$ cat src/rtl/seq_pkg.sv
// Shared defaults, FSM state type and board clock rate for the pattern sequencer.
package seq_pkg;
  localparam int NUM_CH_DEF = 4;
  localparam int STEPS_DEF  = 16;
  localparam int DIV_W_DEF  = 26;
  localparam int CLK_HZ     = 50_000_000;

  typedef enum logic {
    STOP = 1'b0,
    RUN  = 1'b1
  } seq_state_t;
endpackage

$ cat src/rtl/pattern_sequencer_tempo_divider.sv
// Step-rate divider: counts clk cycles while enabled and fires every max(tempo_div,1) cycles.
// adv is combinational for same-edge step advance; step_tick is its registered one-cycle pulse.
module tempo_divider #(
  parameter int DIV_W = 26
) (
  input  logic             clk,
  input  logic             reset,
  input  logic             en,
  input  logic             restart,
  input  logic [DIV_W-1:0] tempo_div,
  output logic             adv,
  output logic             step_tick
);
  logic [DIV_W-1:0] cnt;
  logic [DIV_W-1:0] term;

  // >= rather than == so a shortened tempo ends an overrun step on the next cycle.
  always_comb begin
    term = (tempo_div == '0) ? '0 : tempo_div - DIV_W'(1);
    adv  = en && !restart && (cnt >= term);
  end

  always_ff @(posedge clk or posedge reset) begin
    if (reset) begin
      cnt       <= '0;
      step_tick <= 1'b0;
    end else begin
      step_tick <= adv;
      if (restart || adv) begin
        cnt <= '0;
      end else if (en) begin
        cnt <= cnt + DIV_W'(1);
      end
    end
  end
endmodule

$ cat src/rtl/pattern_sequencer.sv
// NUM_CH x STEPS pattern bank with tempo-driven step playback; notes lag step_idx/patterns by 1 cycle.
// Loads land 3 edges after a load rise; SEQ_MUTE_EN adds a per-channel mute input on notes.
module pattern_sequencer
  import seq_pkg::*;
#(
  parameter int NUM_CH = NUM_CH_DEF,
  parameter int STEPS  = STEPS_DEF,
  parameter int DIV_W  = DIV_W_DEF
) (
  input  logic                       clk,
  input  logic                       reset,
  input  logic [STEPS-1:0]           pattern,
  input  logic [$clog2(NUM_CH)-1:0]  sel,
  input  logic                       load,
  input  logic                       run,
  input  logic                       restart,
  input  logic [DIV_W-1:0]           tempo_div,
`ifdef SEQ_MUTE_EN
  input  logic [NUM_CH-1:0]          mute,
`endif
  output logic [NUM_CH-1:0]          notes,
  output logic [$clog2(STEPS)-1:0]   step_idx,
  output logic                       step_tick,
  output logic                       busy
);
  localparam int SEL_W = $clog2(NUM_CH);
  localparam int IDX_W = $clog2(STEPS);

  logic             load_s1, load_s2, load_s3;
  logic             load_rise;
  logic [STEPS-1:0] pat [NUM_CH];
  seq_state_t       state, state_d;
  logic             step_en;
  logic             adv;

  // load is an asynchronous key level: synchronise, then act on its rising edge only.
  always_ff @(posedge clk or posedge reset) begin
    if (reset) begin
      load_s1 <= 1'b0;
      load_s2 <= 1'b0;
      load_s3 <= 1'b0;
    end else begin
      load_s1 <= load;
      load_s2 <= load_s1;
      load_s3 <= load_s2;
    end
  end

  assign load_rise = load_s2 & ~load_s3;

  // An out-of-range sel matches no channel, so nothing is written.
  always_ff @(posedge clk or posedge reset) begin
    if (reset) begin
      for (int c = 0; c < NUM_CH; c++) begin
        pat[c] <= '0;
      end
    end else if (load_rise) begin
      for (int c = 0; c < NUM_CH; c++) begin
        if (sel == SEL_W'(c)) begin
          pat[c] <= pattern;
        end
      end
    end
  end

  always_ff @(posedge clk or posedge reset) begin
    if (reset) begin
      state <= STOP;
      busy  <= 1'b0;
    end else begin
      state <= state_d;
      busy  <= (state_d == RUN);
    end
  end

  always_comb begin
    state_d = state;
    case (state)
      STOP:    if (run)  state_d = RUN;
      RUN:     if (!run) state_d = STOP;
      default: state_d = STOP;
    endcase
  end

  always_comb begin
    step_en = (state == RUN);
  end

  tempo_divider #(
    .DIV_W (DIV_W)
  ) u_div (
    .clk       (clk),
    .reset     (reset),
    .en        (step_en),
    .restart   (restart),
    .tempo_div (tempo_div),
    .adv       (adv),
    .step_tick (step_tick)
  );

  always_ff @(posedge clk or posedge reset) begin
    if (reset) begin
      step_idx <= '0;
    end else if (restart) begin
      step_idx <= '0;
    end else if (adv) begin
      step_idx <= (step_idx == IDX_W'(STEPS - 1)) ? '0 : step_idx + IDX_W'(1);
    end
  end

  always_ff @(posedge clk or posedge reset) begin
    if (reset) begin
      notes <= '0;
    end else begin
      for (int c = 0; c < NUM_CH; c++) begin
`ifdef SEQ_MUTE_EN
        notes[c] <= pat[c][step_idx] & ~mute[c];
`else
        notes[c] <= pat[c][step_idx];
`endif
      end
    end
  end
endmodule
$ cat config.mk
export PLATFORM = sky130hd
export DESIGN_NAME = pattern_sequencer
export DESIGN_NICKNAME = d
export VERILOG_FILES = /design/src/rtl/seq_pkg.sv /design/src/rtl/pattern_sequencer_tempo_divider.sv /design/src/rtl/pattern_sequencer.sv
export SDC_FILE = /design/constraint.sdc
export NUM_CORES = 1
export LEC_CHECK = 0
export BUFFER_PORTS_ARGS = -buffer_cell sky130_fd_sc_hd__buf_2
export CAP_MARGIN = 15
export CELL_PAD_IN_SITES_DETAIL_PLACEMENT = 1
export CELL_PAD_IN_SITES_GLOBAL_PLACEMENT = 2
export CORE_MARGIN = 5
export CORE_UTILIZATION = 36
export DETAILED_ROUTE_END_ITERATION = 7
export PLACE_DENSITY_LB_ADDON = 0.1
export SLEW_MARGIN = 25
export SYNTH_ARGS = -nofsm -noshare
export SYNTH_HDL_FRONTEND = slang
export SYNTH_SLANG_ARGS = --single-unit
$ cat constraint.sdc
create_clock -name clk -period 2.77 [get_ports clk]
set_input_delay 0.277 -clock clk [delete_from_list [all_inputs] [get_ports clk]]
set_output_delay 0.277 -clock clk [all_outputs]
set_load 0.005 [all_outputs]
==> run summary, run 1 <==
clock latency on the worst-skew pair - 340 ps
die area - 0.0187 sq mm
Site Rows - 46
Worst Skew - 7.74 ps
cells on worst reg2reg path - 7
max_slew headroom - 37.3%
crit path DAT - 3680 ps
status - finished with violations
min-delay worst type - in2async
layout cells sized above 1 - 42.0%
CP required - 3040 ps
wire length per cell - 17.2 microns
setup slack, reg-to-reg - 410 ps
GR Layer Usage met2 - 30.6%
Final #Nets - 689
internal power - 2.84 mW
Worst Tran Pin Value - 935 ps
fmax - 293 MHz
final antenna diode count - 0
largest family of logic cells by synthesized area - multiplexers
# placed instances - 813
first-pass GRT wire length - 24,800 microns
RSZ-0062 raised after global routing - yes
Cell variety after synth - 59
fin. max-slew vios - 0
FF+latch count, synth - 103
Max Cap Violations - 0
clk buf depth - 2
busiest grt layer - met2
Hold Buf Count CTS - 0
number of synthesized flops with an enable pin - 0
Main synth FF type - dfrtp_1
fin crit share - 123%
crit path capture - u_div.cnt[8]
switch share - 24.3%
Mean Syn Cell Area - 11.6 sq um
Max rail drop VDD - 0.261 mV
Die H - 137 microns
worst r2r src - u_div.cnt[9]
htree depth - 3
final hold slack - 36.6 ps
I/O pin cnt - 59
Synth Area in Compound Gates - 4.69%
CTS tree - done
clock share of power - 35.1%
Worst setup EP type - flip-flop
Synth Cell Area - 0.00577 sq mm
Final Hold Vio Count - 0
final setup fails - 31
Initial Util - 36.4%
Area growth, synth to finish - 26.4%
routed via count - 4,244
Critical path origin - tempo_div[11]
Yosys warning total - 0
Tmin final - 3410 ps
DRC viols - 0
net switching power - 0.912 mW
I/O Buffers - 58
grt met1 use - 20.9%
final WL - 14,300 microns
RePlAce Congestion - 0.822
Mapped Nets - 574
combinational fraction of design power - 15.8%
Detailed Place HPWL - 11,200 microns
simple-gate share of the synthesized area - 14.8%
CP Max Fanout - 24
GRT Resource Usage Total - 16.7%
DRT Pass-1 Iters - 4
sequential power share - 49.1%
drt initial violations - 109
Die X - 137 microns
CTS buffer count - 9
power per cell area - 515 mW/mm^2
Root Buffer - clkbuf_16
number of nets with antenna violations after routing - 0
grt total ovfl - 0
worst r2r dst - step_idx[1]
antenna violations before repair - 0
leak pwr - 3.27 nW
Final Power - 3.75 mW
ys async rst share - 100%
vias in the first global route - 4,735
sequential-to-total area share from yosys stat - 44.7%
post-synthesis mux area share - 21.0%
setup ws final - -641 ps
failing checks - negative setup slack
Post-Synth XOR/XNOR Area - 6.38%
GR Layer Usage met3 - 2.02%
Adder-Cell Fraction of Synth Area - 6.29%
Critical Path Source Type - primary input
pin count of the biggest net entering global routing - 53
Non-Filler Instances - 832
TritonCTS sink count - 103
Vias per Instance - 5.10
WS Path Type - in2reg
Core Footprint - 0.0158 sq mm
Mapped Cells - 496
Final Core Density - 46.1%
Reg clk slew, reported paths - 70 ps
[synthesized netlist by cell type, types with 3 or more instances]
cell type	n	area (sq um)
a21oi_1	10	50.1
and2_1	5	31.3
and3_1	3	18.8
and4_1	4	35.0
buf_2	4	20.0
clkbuf_1	9	33.8
dfrtp_1	103	2580
ha_1	29	363
inv_1	9	33.8
mux2_2	64	721
mux2i_1	4	40.0
mux4_2	20	450
nand2_1	49	184
nand2b_1	3	18.8
nand3_1	9	45.0
nand4_1	11	68.8
nor2_1	47	176
nor2b_1	3	18.8
nor3_1	11	55.1
nor4_1	3	18.8
o21a_1	3	22.5
o21ai_0	4	20.0
or3_1	5	31.3
xnor2_1	13	114
xor2_1	29	254
[power by group through the flow]
stage | Clock [mW] | Sequential, mW | Combinational, mW
floorplan | 0 | 1.83 | 0.382
detailed placement | 0 | 1.87 | 0.595
global placement | 0 | 1.86 | 0.572
finish | 1.32 | 1.84 | 0.594
global route | 1.43 | 1.88 | 0.656
CTS | 1.36 | 1.84 | 0.605
[cell families after synthesis]
kind of cell / Yosys count
buffers and inverters: 26
flip-flops: 103
AND/OR/NAND/NOR: 170
AO/OA/AOI/OAI: 38
adder cells (fa/ha/maj): 29
XOR/XNOR: 42
multiplexers: 88
[repair_timing]
| item | 4_1_cts | 5_1_grt |
|---|---|---|
| endpoints found under the setup margin | 31 | 31 |
| hold endpoints to repair | 0 | 0 |
| pin swaps | 0 | 4 |
| buffers inserted | 2 | 1 |
| resized for setup | 13 | 12 |
[metal layers]
| metal | vias up | share of wire (%) |
|---|---|---|
| li1 | 2015 | - |
| met1 | 2158 | 43 |
| met3 | 13 | 2.8 |
| met2 | 58 | 53 |
| met5 | - | 0 |
| met4 | 0 | 1.2 |
[cell type report]
type / count / area, sq um
Inverter: 9 / 37.5
Sequential cell: 103 / 2580
Fill cell: 1717 / 8540
Multi-Input combinational cell: 367 / 3290
Timing Repair Buffer: 121 / 805
Clock buffer: 11 / 253
Clock inverter: 5 / 62.6
Tap cell: 216 / 270
[worst max-delay path, stage by stage]
cell and delay, ps:
buf_6 90, or3_4 380, or4_4 440, or2_4 290, or3_4 340, nor3_2 100, a21oi_1 60, ha_1 270
and2_4 160, a221o_1 320, a221oi_4 370, nand2b_4 220, nand3_4 90, buf_12 170, nor2_1 100
[registers in the layout, indices dropped and copies added, names as in the netlist]
signal / cells
step_idx: 4
u_div.cnt: 26
u_div.step_tick: 1
state: 1
notes: 4
load_s3: 1
pat: 64
load_s2: 1
load_s1: 1
[how the worst min path moves through the flow]
| stage | start | to | slack [ps] | depth (start not counted) |
|---|---|---|---|---|
| 6_report | reset | state | 40 | 2 |
| 5_1_grt | run | state | 20 | 1 |
| 4_1_cts | run | state | 20 | 1 |
| 3_5_place_dp | load_s1 | load_s2 | 340 | 0 |
| 3_3_place_gp | load_s1 | load_s2 | 340 | 0 |
| 2_1_floorplan | load | load_s1 | 310 | 0 |
[placed cells by master (no fill, tap or decap), drive strengths merged, types with 3 or more instances in the layout]
cell	synthesis	final
buf	8	121
dfrtp	103	103
mux2	64	64
nand2	50	50
nor2	48	48
xor2	29	29
ha	29	29
mux4	20	20
xnor2	13	13
nand4	11	11
clkbuf	9	11
nor3	11	11
a21oi	10	10
inv	9	10
nand3	9	9
or3	8	8
and2	5	5
mux2i	4	4
and4	4	4
o21ai	4	4
or2	3	3
o21a	3	3
clkinvlp	0	3
and3	3	3
nor2b	3	3
nand2b	3	3
or4	3	3
nor4	3	3
[stage by stage]
stage	TNS [ps]	area (sq um)	worst slack (ps)
6_report	-19090	7290	-641
4_1_cts	-19290	7220	-653
3_5_place_dp	-33970	6830	-1140
5_1_grt	-23860	7290	-805
3_3_place_gp	-32520	6830	-1080
2_1_floorplan	-19690	5850	-708
No activity file was read; power rests on OpenSTA's default activity.
==> run 2, diff against run 1 <==
--- a/config.mk
+++ b/config.mk
@@ -5,14 +5,16 @@
 export SDC_FILE = /design/constraint.sdc
 export NUM_CORES = 1
 export LEC_CHECK = 0
+export ABC_AREA = 1
 export BUFFER_PORTS_ARGS = -buffer_cell sky130_fd_sc_hd__buf_2
 export CAP_MARGIN = 15
 export CELL_PAD_IN_SITES_DETAIL_PLACEMENT = 1
 export CELL_PAD_IN_SITES_GLOBAL_PLACEMENT = 2
 export CORE_MARGIN = 5
-export CORE_UTILIZATION = 36
+export CORE_UTILIZATION = 31
 export DETAILED_ROUTE_END_ITERATION = 7
 export PLACE_DENSITY_LB_ADDON = 0.1
+export RECOVER_POWER = 100
 export SLEW_MARGIN = 25
 export SYNTH_ARGS = -nofsm -noshare
 export SYNTH_HDL_FRONTEND = slang
==> run summary, run 2 <==
number of nets with antenna violations after routing - 0 (unchanged)
combinational fraction of design power - 14.9% (-0.9 points)
Reg clk slew, reported paths - 70 ps (about the same)
CP required - 3010 ps (-30 ps)
CP max stage delay - 270 ps (-170 ps)
most common cell after layout, fill and taps aside - nand2_1
Max Cap Violations - 0 (unchanged)
FF+latch count, synth - 103 (unchanged)
Tmin final - 2680 ps (-736 ps)
Synth Cell Area - 0.00628 sq mm (+8.9%)
most frequent cells after synthesis - 195 x nand2_1, 127 x nor2_1, 103 x dfrtp_1
clk buf depth - 2 (unchanged)
max reg flops - 64 (unchanged)
wire length per cell - 15.6 microns (-9.2%)
vias in the first global route - 6,423 (+36%)
Main synth FF type - dfrtp_1
leak pwr - 3.94 nW (+20%)
Die X - 152 microns (+12%)
largest register by flop count - pat
Largest regs - pat: 64 flops, u_div.cnt: 26 flops
pin count of the biggest net entering global routing - 48 (-9.4%)
worst r2r src - u_div.cnt[3]
Final Power - 3.63 mW (-3.3%)
clock share of power - 35.3% (+0.2 points)
TritonCTS sink count - 103 (unchanged)
CTS buffer count - 9 (unchanged)
fin crit share - 96.6% (-27 points)
Area contributors post-synth - dfrtp_1 41%, nand2_1 12%, nor2_1 7.6%, o21ai_0 7.3%, ha_1 5.8%
max_slew headroom - 10.4% (-27 points)
hold_sp - run
RePlAce Congestion - 0.779 (-5.2%)
Vias per Instance - 4.87 (-4.5%)
Mean Syn Cell Area - 7.47 sq um (-36%)
Worst setup EP type - flip-flop
Cell variety after synth - 38 (-36%)
routed via count - 6,010 (+42%)
# placed instances - 1,202 (+48%)
Die H - 152 microns (+12%)
GRT Resource Usage Total - 16.2% (-0.50 points)
most common cell in the netlist - nand2_1
final setup fails - 0 (-100%)
Crit-path slowest cell - ha_1
WS Path Type - in2reg
htree depth - 3 (unchanged)
WHS Path Cells - 1
Final Hold Vio Count - 0 (unchanged)
Worst Skew - 7.77 ps (+0.0323 ps)
switch share - 26.9% (+2.6 points)
grt total ovfl - 0 (unchanged)
RSZ-0062 raised after global routing - yes
net switching power - 0.976 mW (+7.0%)
area leader, netlist - dfrtp_1
Area growth, synth to finish - 26.7%
final WL - 19,300 microns (+35%)
layout cells sized above 1 - 23.1% (-19 points)
internal power - 2.65 mW (-6.7%)
Mapped Nets - 918 (+60%)
Final #Nets - 1,037 (+51%)
sequential power share - 49.8% (+0.7 points)
ys async rst share - 100% (unchanged)
Site Rows - 52 (+13%)
Critical Path Source Type - primary input
power per cell area - 456 mW/mm^2 (-11%)
fillers - 2,503 (+46%)
Initial Util - 31.2% (-5.2 points)
Worst Tran Pin Value - 1340 ps (+409 ps)
Yosys warning total - 0 (unchanged)
fin. max-slew vios - 0 (unchanged)
Root Buffer - clkbuf_16
cells on worst reg2reg path - 11 (+4)
I/O pin cnt - 59 (unchanged)
antenna violations before repair - 0 (unchanged)
Mapped Cells - 840 (+69%)
Core Footprint - 0.0201 sq mm (+27%)
dpl ws - -375 ps (+766 ps)
worst r2r dst - u_div.cnt[24]
most frequent cells in the layout - 186 x nand2_1, 113 x nor2_1, 103 x dfrtp_1, 87 x o21ai_0, 77 x inv_1
sequential-to-total area share from yosys stat - 41.1% (-3.6 points)
fmax - 374 MHz (+27%)
Max rail drop VDD - 0.475 mV (+82%)
Detailed Place HPWL - 14,500 microns (+30%)
DRT Pass-1 Iters - 4 (unchanged)
clock latency on the worst-skew pair - 340 ps (about the same)
Synth top area share - 41.1% (-3.6 points)
I/O Buffers - 58 (unchanged)
end of the worst hold path - state
DRC viols - 0 (unchanged)
CP Max Fanout - 8 (-67%)
crit path DAT - 2920 ps (-760 ps)
status - completed
setup ws final - 94.6 ps (+736 ps)
final antenna diode count - 0 (unchanged)
CTS tree - done
first-pass GRT wire length - 31,600 microns (+28%)
number of synthesized flops with an enable pin - 0 (unchanged)
Non-Filler Instances - 1,234 (+48%)
min-delay worst type - in2reg
drt initial violations - 213 (+95%)
die area - 0.0232 sq mm (+24%)
worst path cell trace - buf_6 > inv_4 > ha_4 > nand2_4 > nor2_4 > buf_6 > inv_4 > nor2_4 > nand3_4 > nor2_4 > nand2_4 > inv_8 > nor2_4 > ha_1 > nand2_1 > nor2_1 > nand4_1 > nor2_1 > nand2_1 > nand4_4 > nand2_4 > nand2_4 > clkbuf_16 > nor2_1
setup slack, reg-to-reg - 720 ps (+310 ps)
==> run 2: cell types whose count changed after synthesis, sizes merged, moves of 12 or more <==
cell / before / now
mux2: 64 / 0
mux4: 20 / 0
nand2: 50 / 202
o32ai: 0 / 12
inv: 9 / 85
clkbuf: 9 / 21
nor2: 48 / 141
o21ai: 4 / 97
xor2: 29 / 16
nand3: 9 / 51
==> run 2: metal layers <==
layer	vias up	global-route usage [%]	part of all wire, %
met3	12	1.99	2.5
li1	2977	-	-
met1	2944	19.5	43
met5	-	0	0
met4	0	3.04	0.97
met2	77	31.1	54
==> run 2: timing repair <==
item / in CTS / in global routing
setup endpoints to repair: 14 / 31
endpoints found under the hold margin: 11 / 0
gates resized for setup: 1 / 72
hold buffers: 1 / 0
buffers inserted: 0 / 13
gates cloned: 0 / 2
pin swaps: 0 / 40
==> run 2: cell families (layout without fill, tap and decap cells) <==
family / after synthesis / in the layout / synth area share [%]
AND/OR/NAND/NOR: 434 / 434 / 30.6
multiplexers: 4 / 4 / 0.638
buffers and inverters: 115 / 239 / 7.11
AO/OA/AOI/OAI: 135 / 135 / 12.0
XOR/XNOR: 20 / 20 / 2.79
flip-flops: 103 / 103 / 41.1
adder cells (fa/ha/maj): 29 / 29 / 5.78
==> run 2: power groups by stage <==
stage / combinational [mW] / sequential (mW) / clock (mW)
4_1_cts: 0.523 / 1.81 / 1.33
3_3_place_gp: 0.498 / 1.82 / 0
2_1_floorplan: 0.312 / 1.80 / 0
5_1_grt: 0.623 / 1.83 / 1.38
6_report: 0.541 / 1.81 / 1.28
3_5_place_dp: 0.521 / 1.83 / 0
==> run 2: worst max-delay path by stage <==
stage          slack [ps]  cells past startpoint            end          start
2_1_floorplan         140                     23  u_div.cnt[19]   tempo_div[0]
3_3_place_gp         -230                     23  u_div.cnt[19]   tempo_div[0]
3_5_place_dp         -370                     23  u_div.cnt[19]   tempo_div[0]
4_1_cts                10                     23  u_div.cnt[12]   tempo_div[0]
5_1_grt               -90                     19  u_div.cnt[10]  tempo_div[10]
6_report               90                     24  u_div.cnt[24]   tempo_div[1]
==> run 2: critical path: cells and delay by family <==
family	cells	cell delay (ps)
adder cells (fa/ha/maj)	2	410
buffers and inverters	6	580
AND/OR/NAND/NOR	16	1640
==> run 2: cell type report <==
cell class / count / area, sq um / share of cell area, %
Sequential cell: 103 / 2580 / 32.4
Timing Repair Buffer: 136 / 916 / 11.5
Multi-Input combinational cell: 622 / 3480 / 43.8
Tap cell: 270 / 338 / 4.25
Inverter: 87 / 343 / 4.31
Clock inverter: 5 / 57.6 / 0.723
Clock buffer: 11 / 243 / 3.05
==> run 2: stage by stage <==
stage	area (sq um)	setup TNS, ps	utilization (%)	hold slack (ps)
after floorplan	6280	0	-	308
after global placement	7270	-6170	36.2	247
after detailed placement	7270	-10310	36.2	252
after CTS	7580	0	37.7	21.1
after global routing	7960	-2060	39.6	19.7
final	7960	0	39.6	35.9
==> run 3, diff against run 2 <==
--- a/config.mk
+++ b/config.mk
@@ -5,13 +5,12 @@
 export SDC_FILE = /design/constraint.sdc
 export NUM_CORES = 1
 export LEC_CHECK = 0
-export ABC_AREA = 1
 export BUFFER_PORTS_ARGS = -buffer_cell sky130_fd_sc_hd__buf_2
 export CAP_MARGIN = 15
-export CELL_PAD_IN_SITES_DETAIL_PLACEMENT = 1
+export CELL_PAD_IN_SITES_DETAIL_PLACEMENT = 2
 export CELL_PAD_IN_SITES_GLOBAL_PLACEMENT = 2
 export CORE_MARGIN = 5
-export CORE_UTILIZATION = 31
+export CORE_UTILIZATION = 36
 export DETAILED_ROUTE_END_ITERATION = 7
 export PLACE_DENSITY_LB_ADDON = 0.1
 export RECOVER_POWER = 100
==> run summary, run 3 (synthesis gave the netlist of run 1 again) <==
I/O pin cnt - 59 (unchanged)
cell family with most CP delay - simple AND/OR/NAND/NOR gates
pin count of the biggest net entering global routing - 53 (+10%)
Final Hold Vio Count - 0 (unchanged)
final hold slack - 31.9 ps (-3.98 ps)
CP max stage delay - 440 ps (+170 ps)
power per cell area - 501 mW/mm^2 (+9.8%)
htree depth - 3 (unchanged)
Crit-path slowest cell - or4_4
fmax - 286 MHz (-24%)
Die H - 137 microns (-10%)
Worst Skew - 7.06 ps (-0.710 ps)
DRT Pass-1 Iters - 4 (unchanged)
CP required - 3050 ps (+40 ps)
# placed instances - 813 (-32%)
Final Power - 3.67 mW (+1.0%)
worst path cell trace - buf_6 > or3_4 > or4_4 > or2_4 > or3_4 > nor3_2 > a21oi_1 > ha_1 > and2_4 > a221o_1 > a221oi_4 > nand2b_4 > nand3_4 > buf_4 > buf_12 > nor2_2
Detailed Place HPWL - 12,300 microns (-15%)
CTS tree - done
GRT Resource Usage Total - 19.6% (+3.4 points)
Critical Path Most Common Cell - or3_4
grt total ovfl - 0 (unchanged)
TritonCTS sink count - 103 (unchanged)
min-delay worst type - in2reg
fin area - 0.00732 sq mm (-8.0%)
Final #Nets - 695 (-33%)
antenna violations before repair - 0 (unchanged)
final setup fails - 31 (+31)
CP Max Fanout - 6 (-2)
final WL - 17,300 microns (-10%)
failing checks - negative setup slack
fin crit share - 126% (+30 points)
Worst Tran Pin Value - 1390 ps (+43.1 ps)
first-pass GRT wire length - 28,200 microns (-11%)
max_slew headroom - 7.00% (-3.4 points)
crit path DAT - 3780 ps (+860 ps)
leak pwr - 3.20 nW (-19%)
clock latency on the worst-skew pair - 340 ps (about the same)
status - finished with violations
largest register by flop count - pat
max reg flops - 64 (unchanged)
Max rail drop VDD - 0.432 mV (-8.9%)
RSZ-0062 raised after global routing - yes
Site Rows - 46 (-12%)
routed via count - 4,380 (-27%)
most common cell after layout, fill and taps aside - dfrtp_1
Critical path origin - tempo_div[11]
Non-Filler Instances - 838 (-32%)
drt initial violations - 105 (-51%)
most frequent cells in the layout - 103 x dfrtp_1, 64 x mux2_2, 56 x buf_4, 50 x buf_2, 49 x nand2_1
post-placement cell area - 0.00683 sq mm (-6.1%)
Final Core Density - 46.3% (+6.7 points)
grt met1 use - 22.2% (+2.7 points)
Root Buffer - clkbuf_16
fin. max-slew vios - 0 (unchanged)
Vias per Instance - 5.23 (+7.3%)
Initial Util - 36.4% (+5.2 points)
Largest regs - pat: 64 flops, u_div.cnt: 26 flops
fillers - 1,624 (-35%)
hold_sp - run
Critical Path Source Type - primary input
Core Footprint - 0.0158 sq mm (-21%)
Reg clk slew, reported paths - 70 ps (about the same)
number of nets with antenna violations after routing - 0 (unchanged)
DRC viols - 0 (unchanged)
busiest grt layer - met2
Max Cap Violations - 0 (unchanged)
GR Layer Usage met3 - 1.76% (-0.22 points)
Tmin final - 3500 ps (+826 ps)
Hold Buf Count CTS - 0 (-1)
worst r2r src - u_div.cnt[3]
layout cells sized above 1 - 42.3% (+19 points)
RePlAce Congestion - 0.822 (+5.5%)
final antenna diode count - 0 (unchanged)
clk buf depth - 2 (unchanged)
Worst setup EP type - flip-flop
Die X - 137 microns (-10%)
GR Layer Usage met2 - 38.9% (+7.7 points)
crit path buf inv count - 3 (-3)
CTS buffer count - 9 (unchanged)
setup ws final - -732 ps (-826 ps)
I/O Buffers - 58 (unchanged)
vias in the first global route - 5,119 (-20%)
Area growth, synth to finish - 26.9%
wire length per cell - 20.6 microns (+32%)
WS Path Type - in2reg
die area - 0.0187 sq mm (-20%)
[run 3: cell types whose count changed in the layout (fill, tap and decap cells not counted), sizes merged, moves of 42 or more]
cell and delta:
inv -77, mux2 +64, nand2 -152, nand3 -42
nor2 -93, o21ai -93
[run 3: worst paths after layout]
check / to / slack (ps) / cells past startpoint
max: u_div.cnt[25] / -730 / 16
min: state / 30 / 1
max reg2reg: u_div.cnt[25] / 270 / 10
min reg2reg: load_s2 / 350 / 0
max in group asynchronous: pat[58] / 690 / 3
min in group asynchronous: state / 220 / 2
[run 3: metrics by stage]
stage          worst slack [ps]  TNS [ps]
2_1_floorplan              -708    -19690
3_3_place_gp              -1080    -32520
3_5_place_dp              -1180    -34450
4_1_cts                    -732    -21760
5_1_grt                    -838    -23700
6_report                   -732    -20430
[run 3: repair_timing]
action                                 CTS  global route
buffers inserted                         7             1
endpoints found under the hold margin    0             0
pin swaps                                2             2
setup endpoints to repair               31            31
gates cloned                             3             0
resized for setup                       48            15
[run 3: final cells by class]
cell class	count	area [sq um]	share of cell area [%]
multi-input combinational	367	3340	45.6
sequential	103	2580	35.2
timing repair buffer	127	830	11.3
tap	216	270	3.69
clock buffer	13	250	3.42
inverter	9	35.0	0.479
clock inverter	3	18.8	0.256
[run 3: power breakdown]
| group | switching, mW | internal (mW) | total, mW |
|---|---|---|---|
| sequential | 0.134 | 1.73 | 1.86 |
| clock | 0.544 | 0.634 | 1.18 |
| combinational | 0.266 | 0.359 | 0.625 |
[run 3: metal layers]
metal | up-vias | wire (microns)
li1 | 2036 | -
met1 | 2266 | 6930
met2 | 62 | 9820
met3 | 16 | 344
met4 | 0 | 183
met5 | - | 0
[run 3: worst register-to-register path, stage by stage (launching register included)]
cell and delay (ps):
dfrtp_1 470, ha_1 350, a21oi_1 150, o21ai_0 180
a2111oi_4 330, buf_4 200, a2bb2oi_4 220, nand3_4 150
buf_4 180, buf_12 140, nor2_2 80
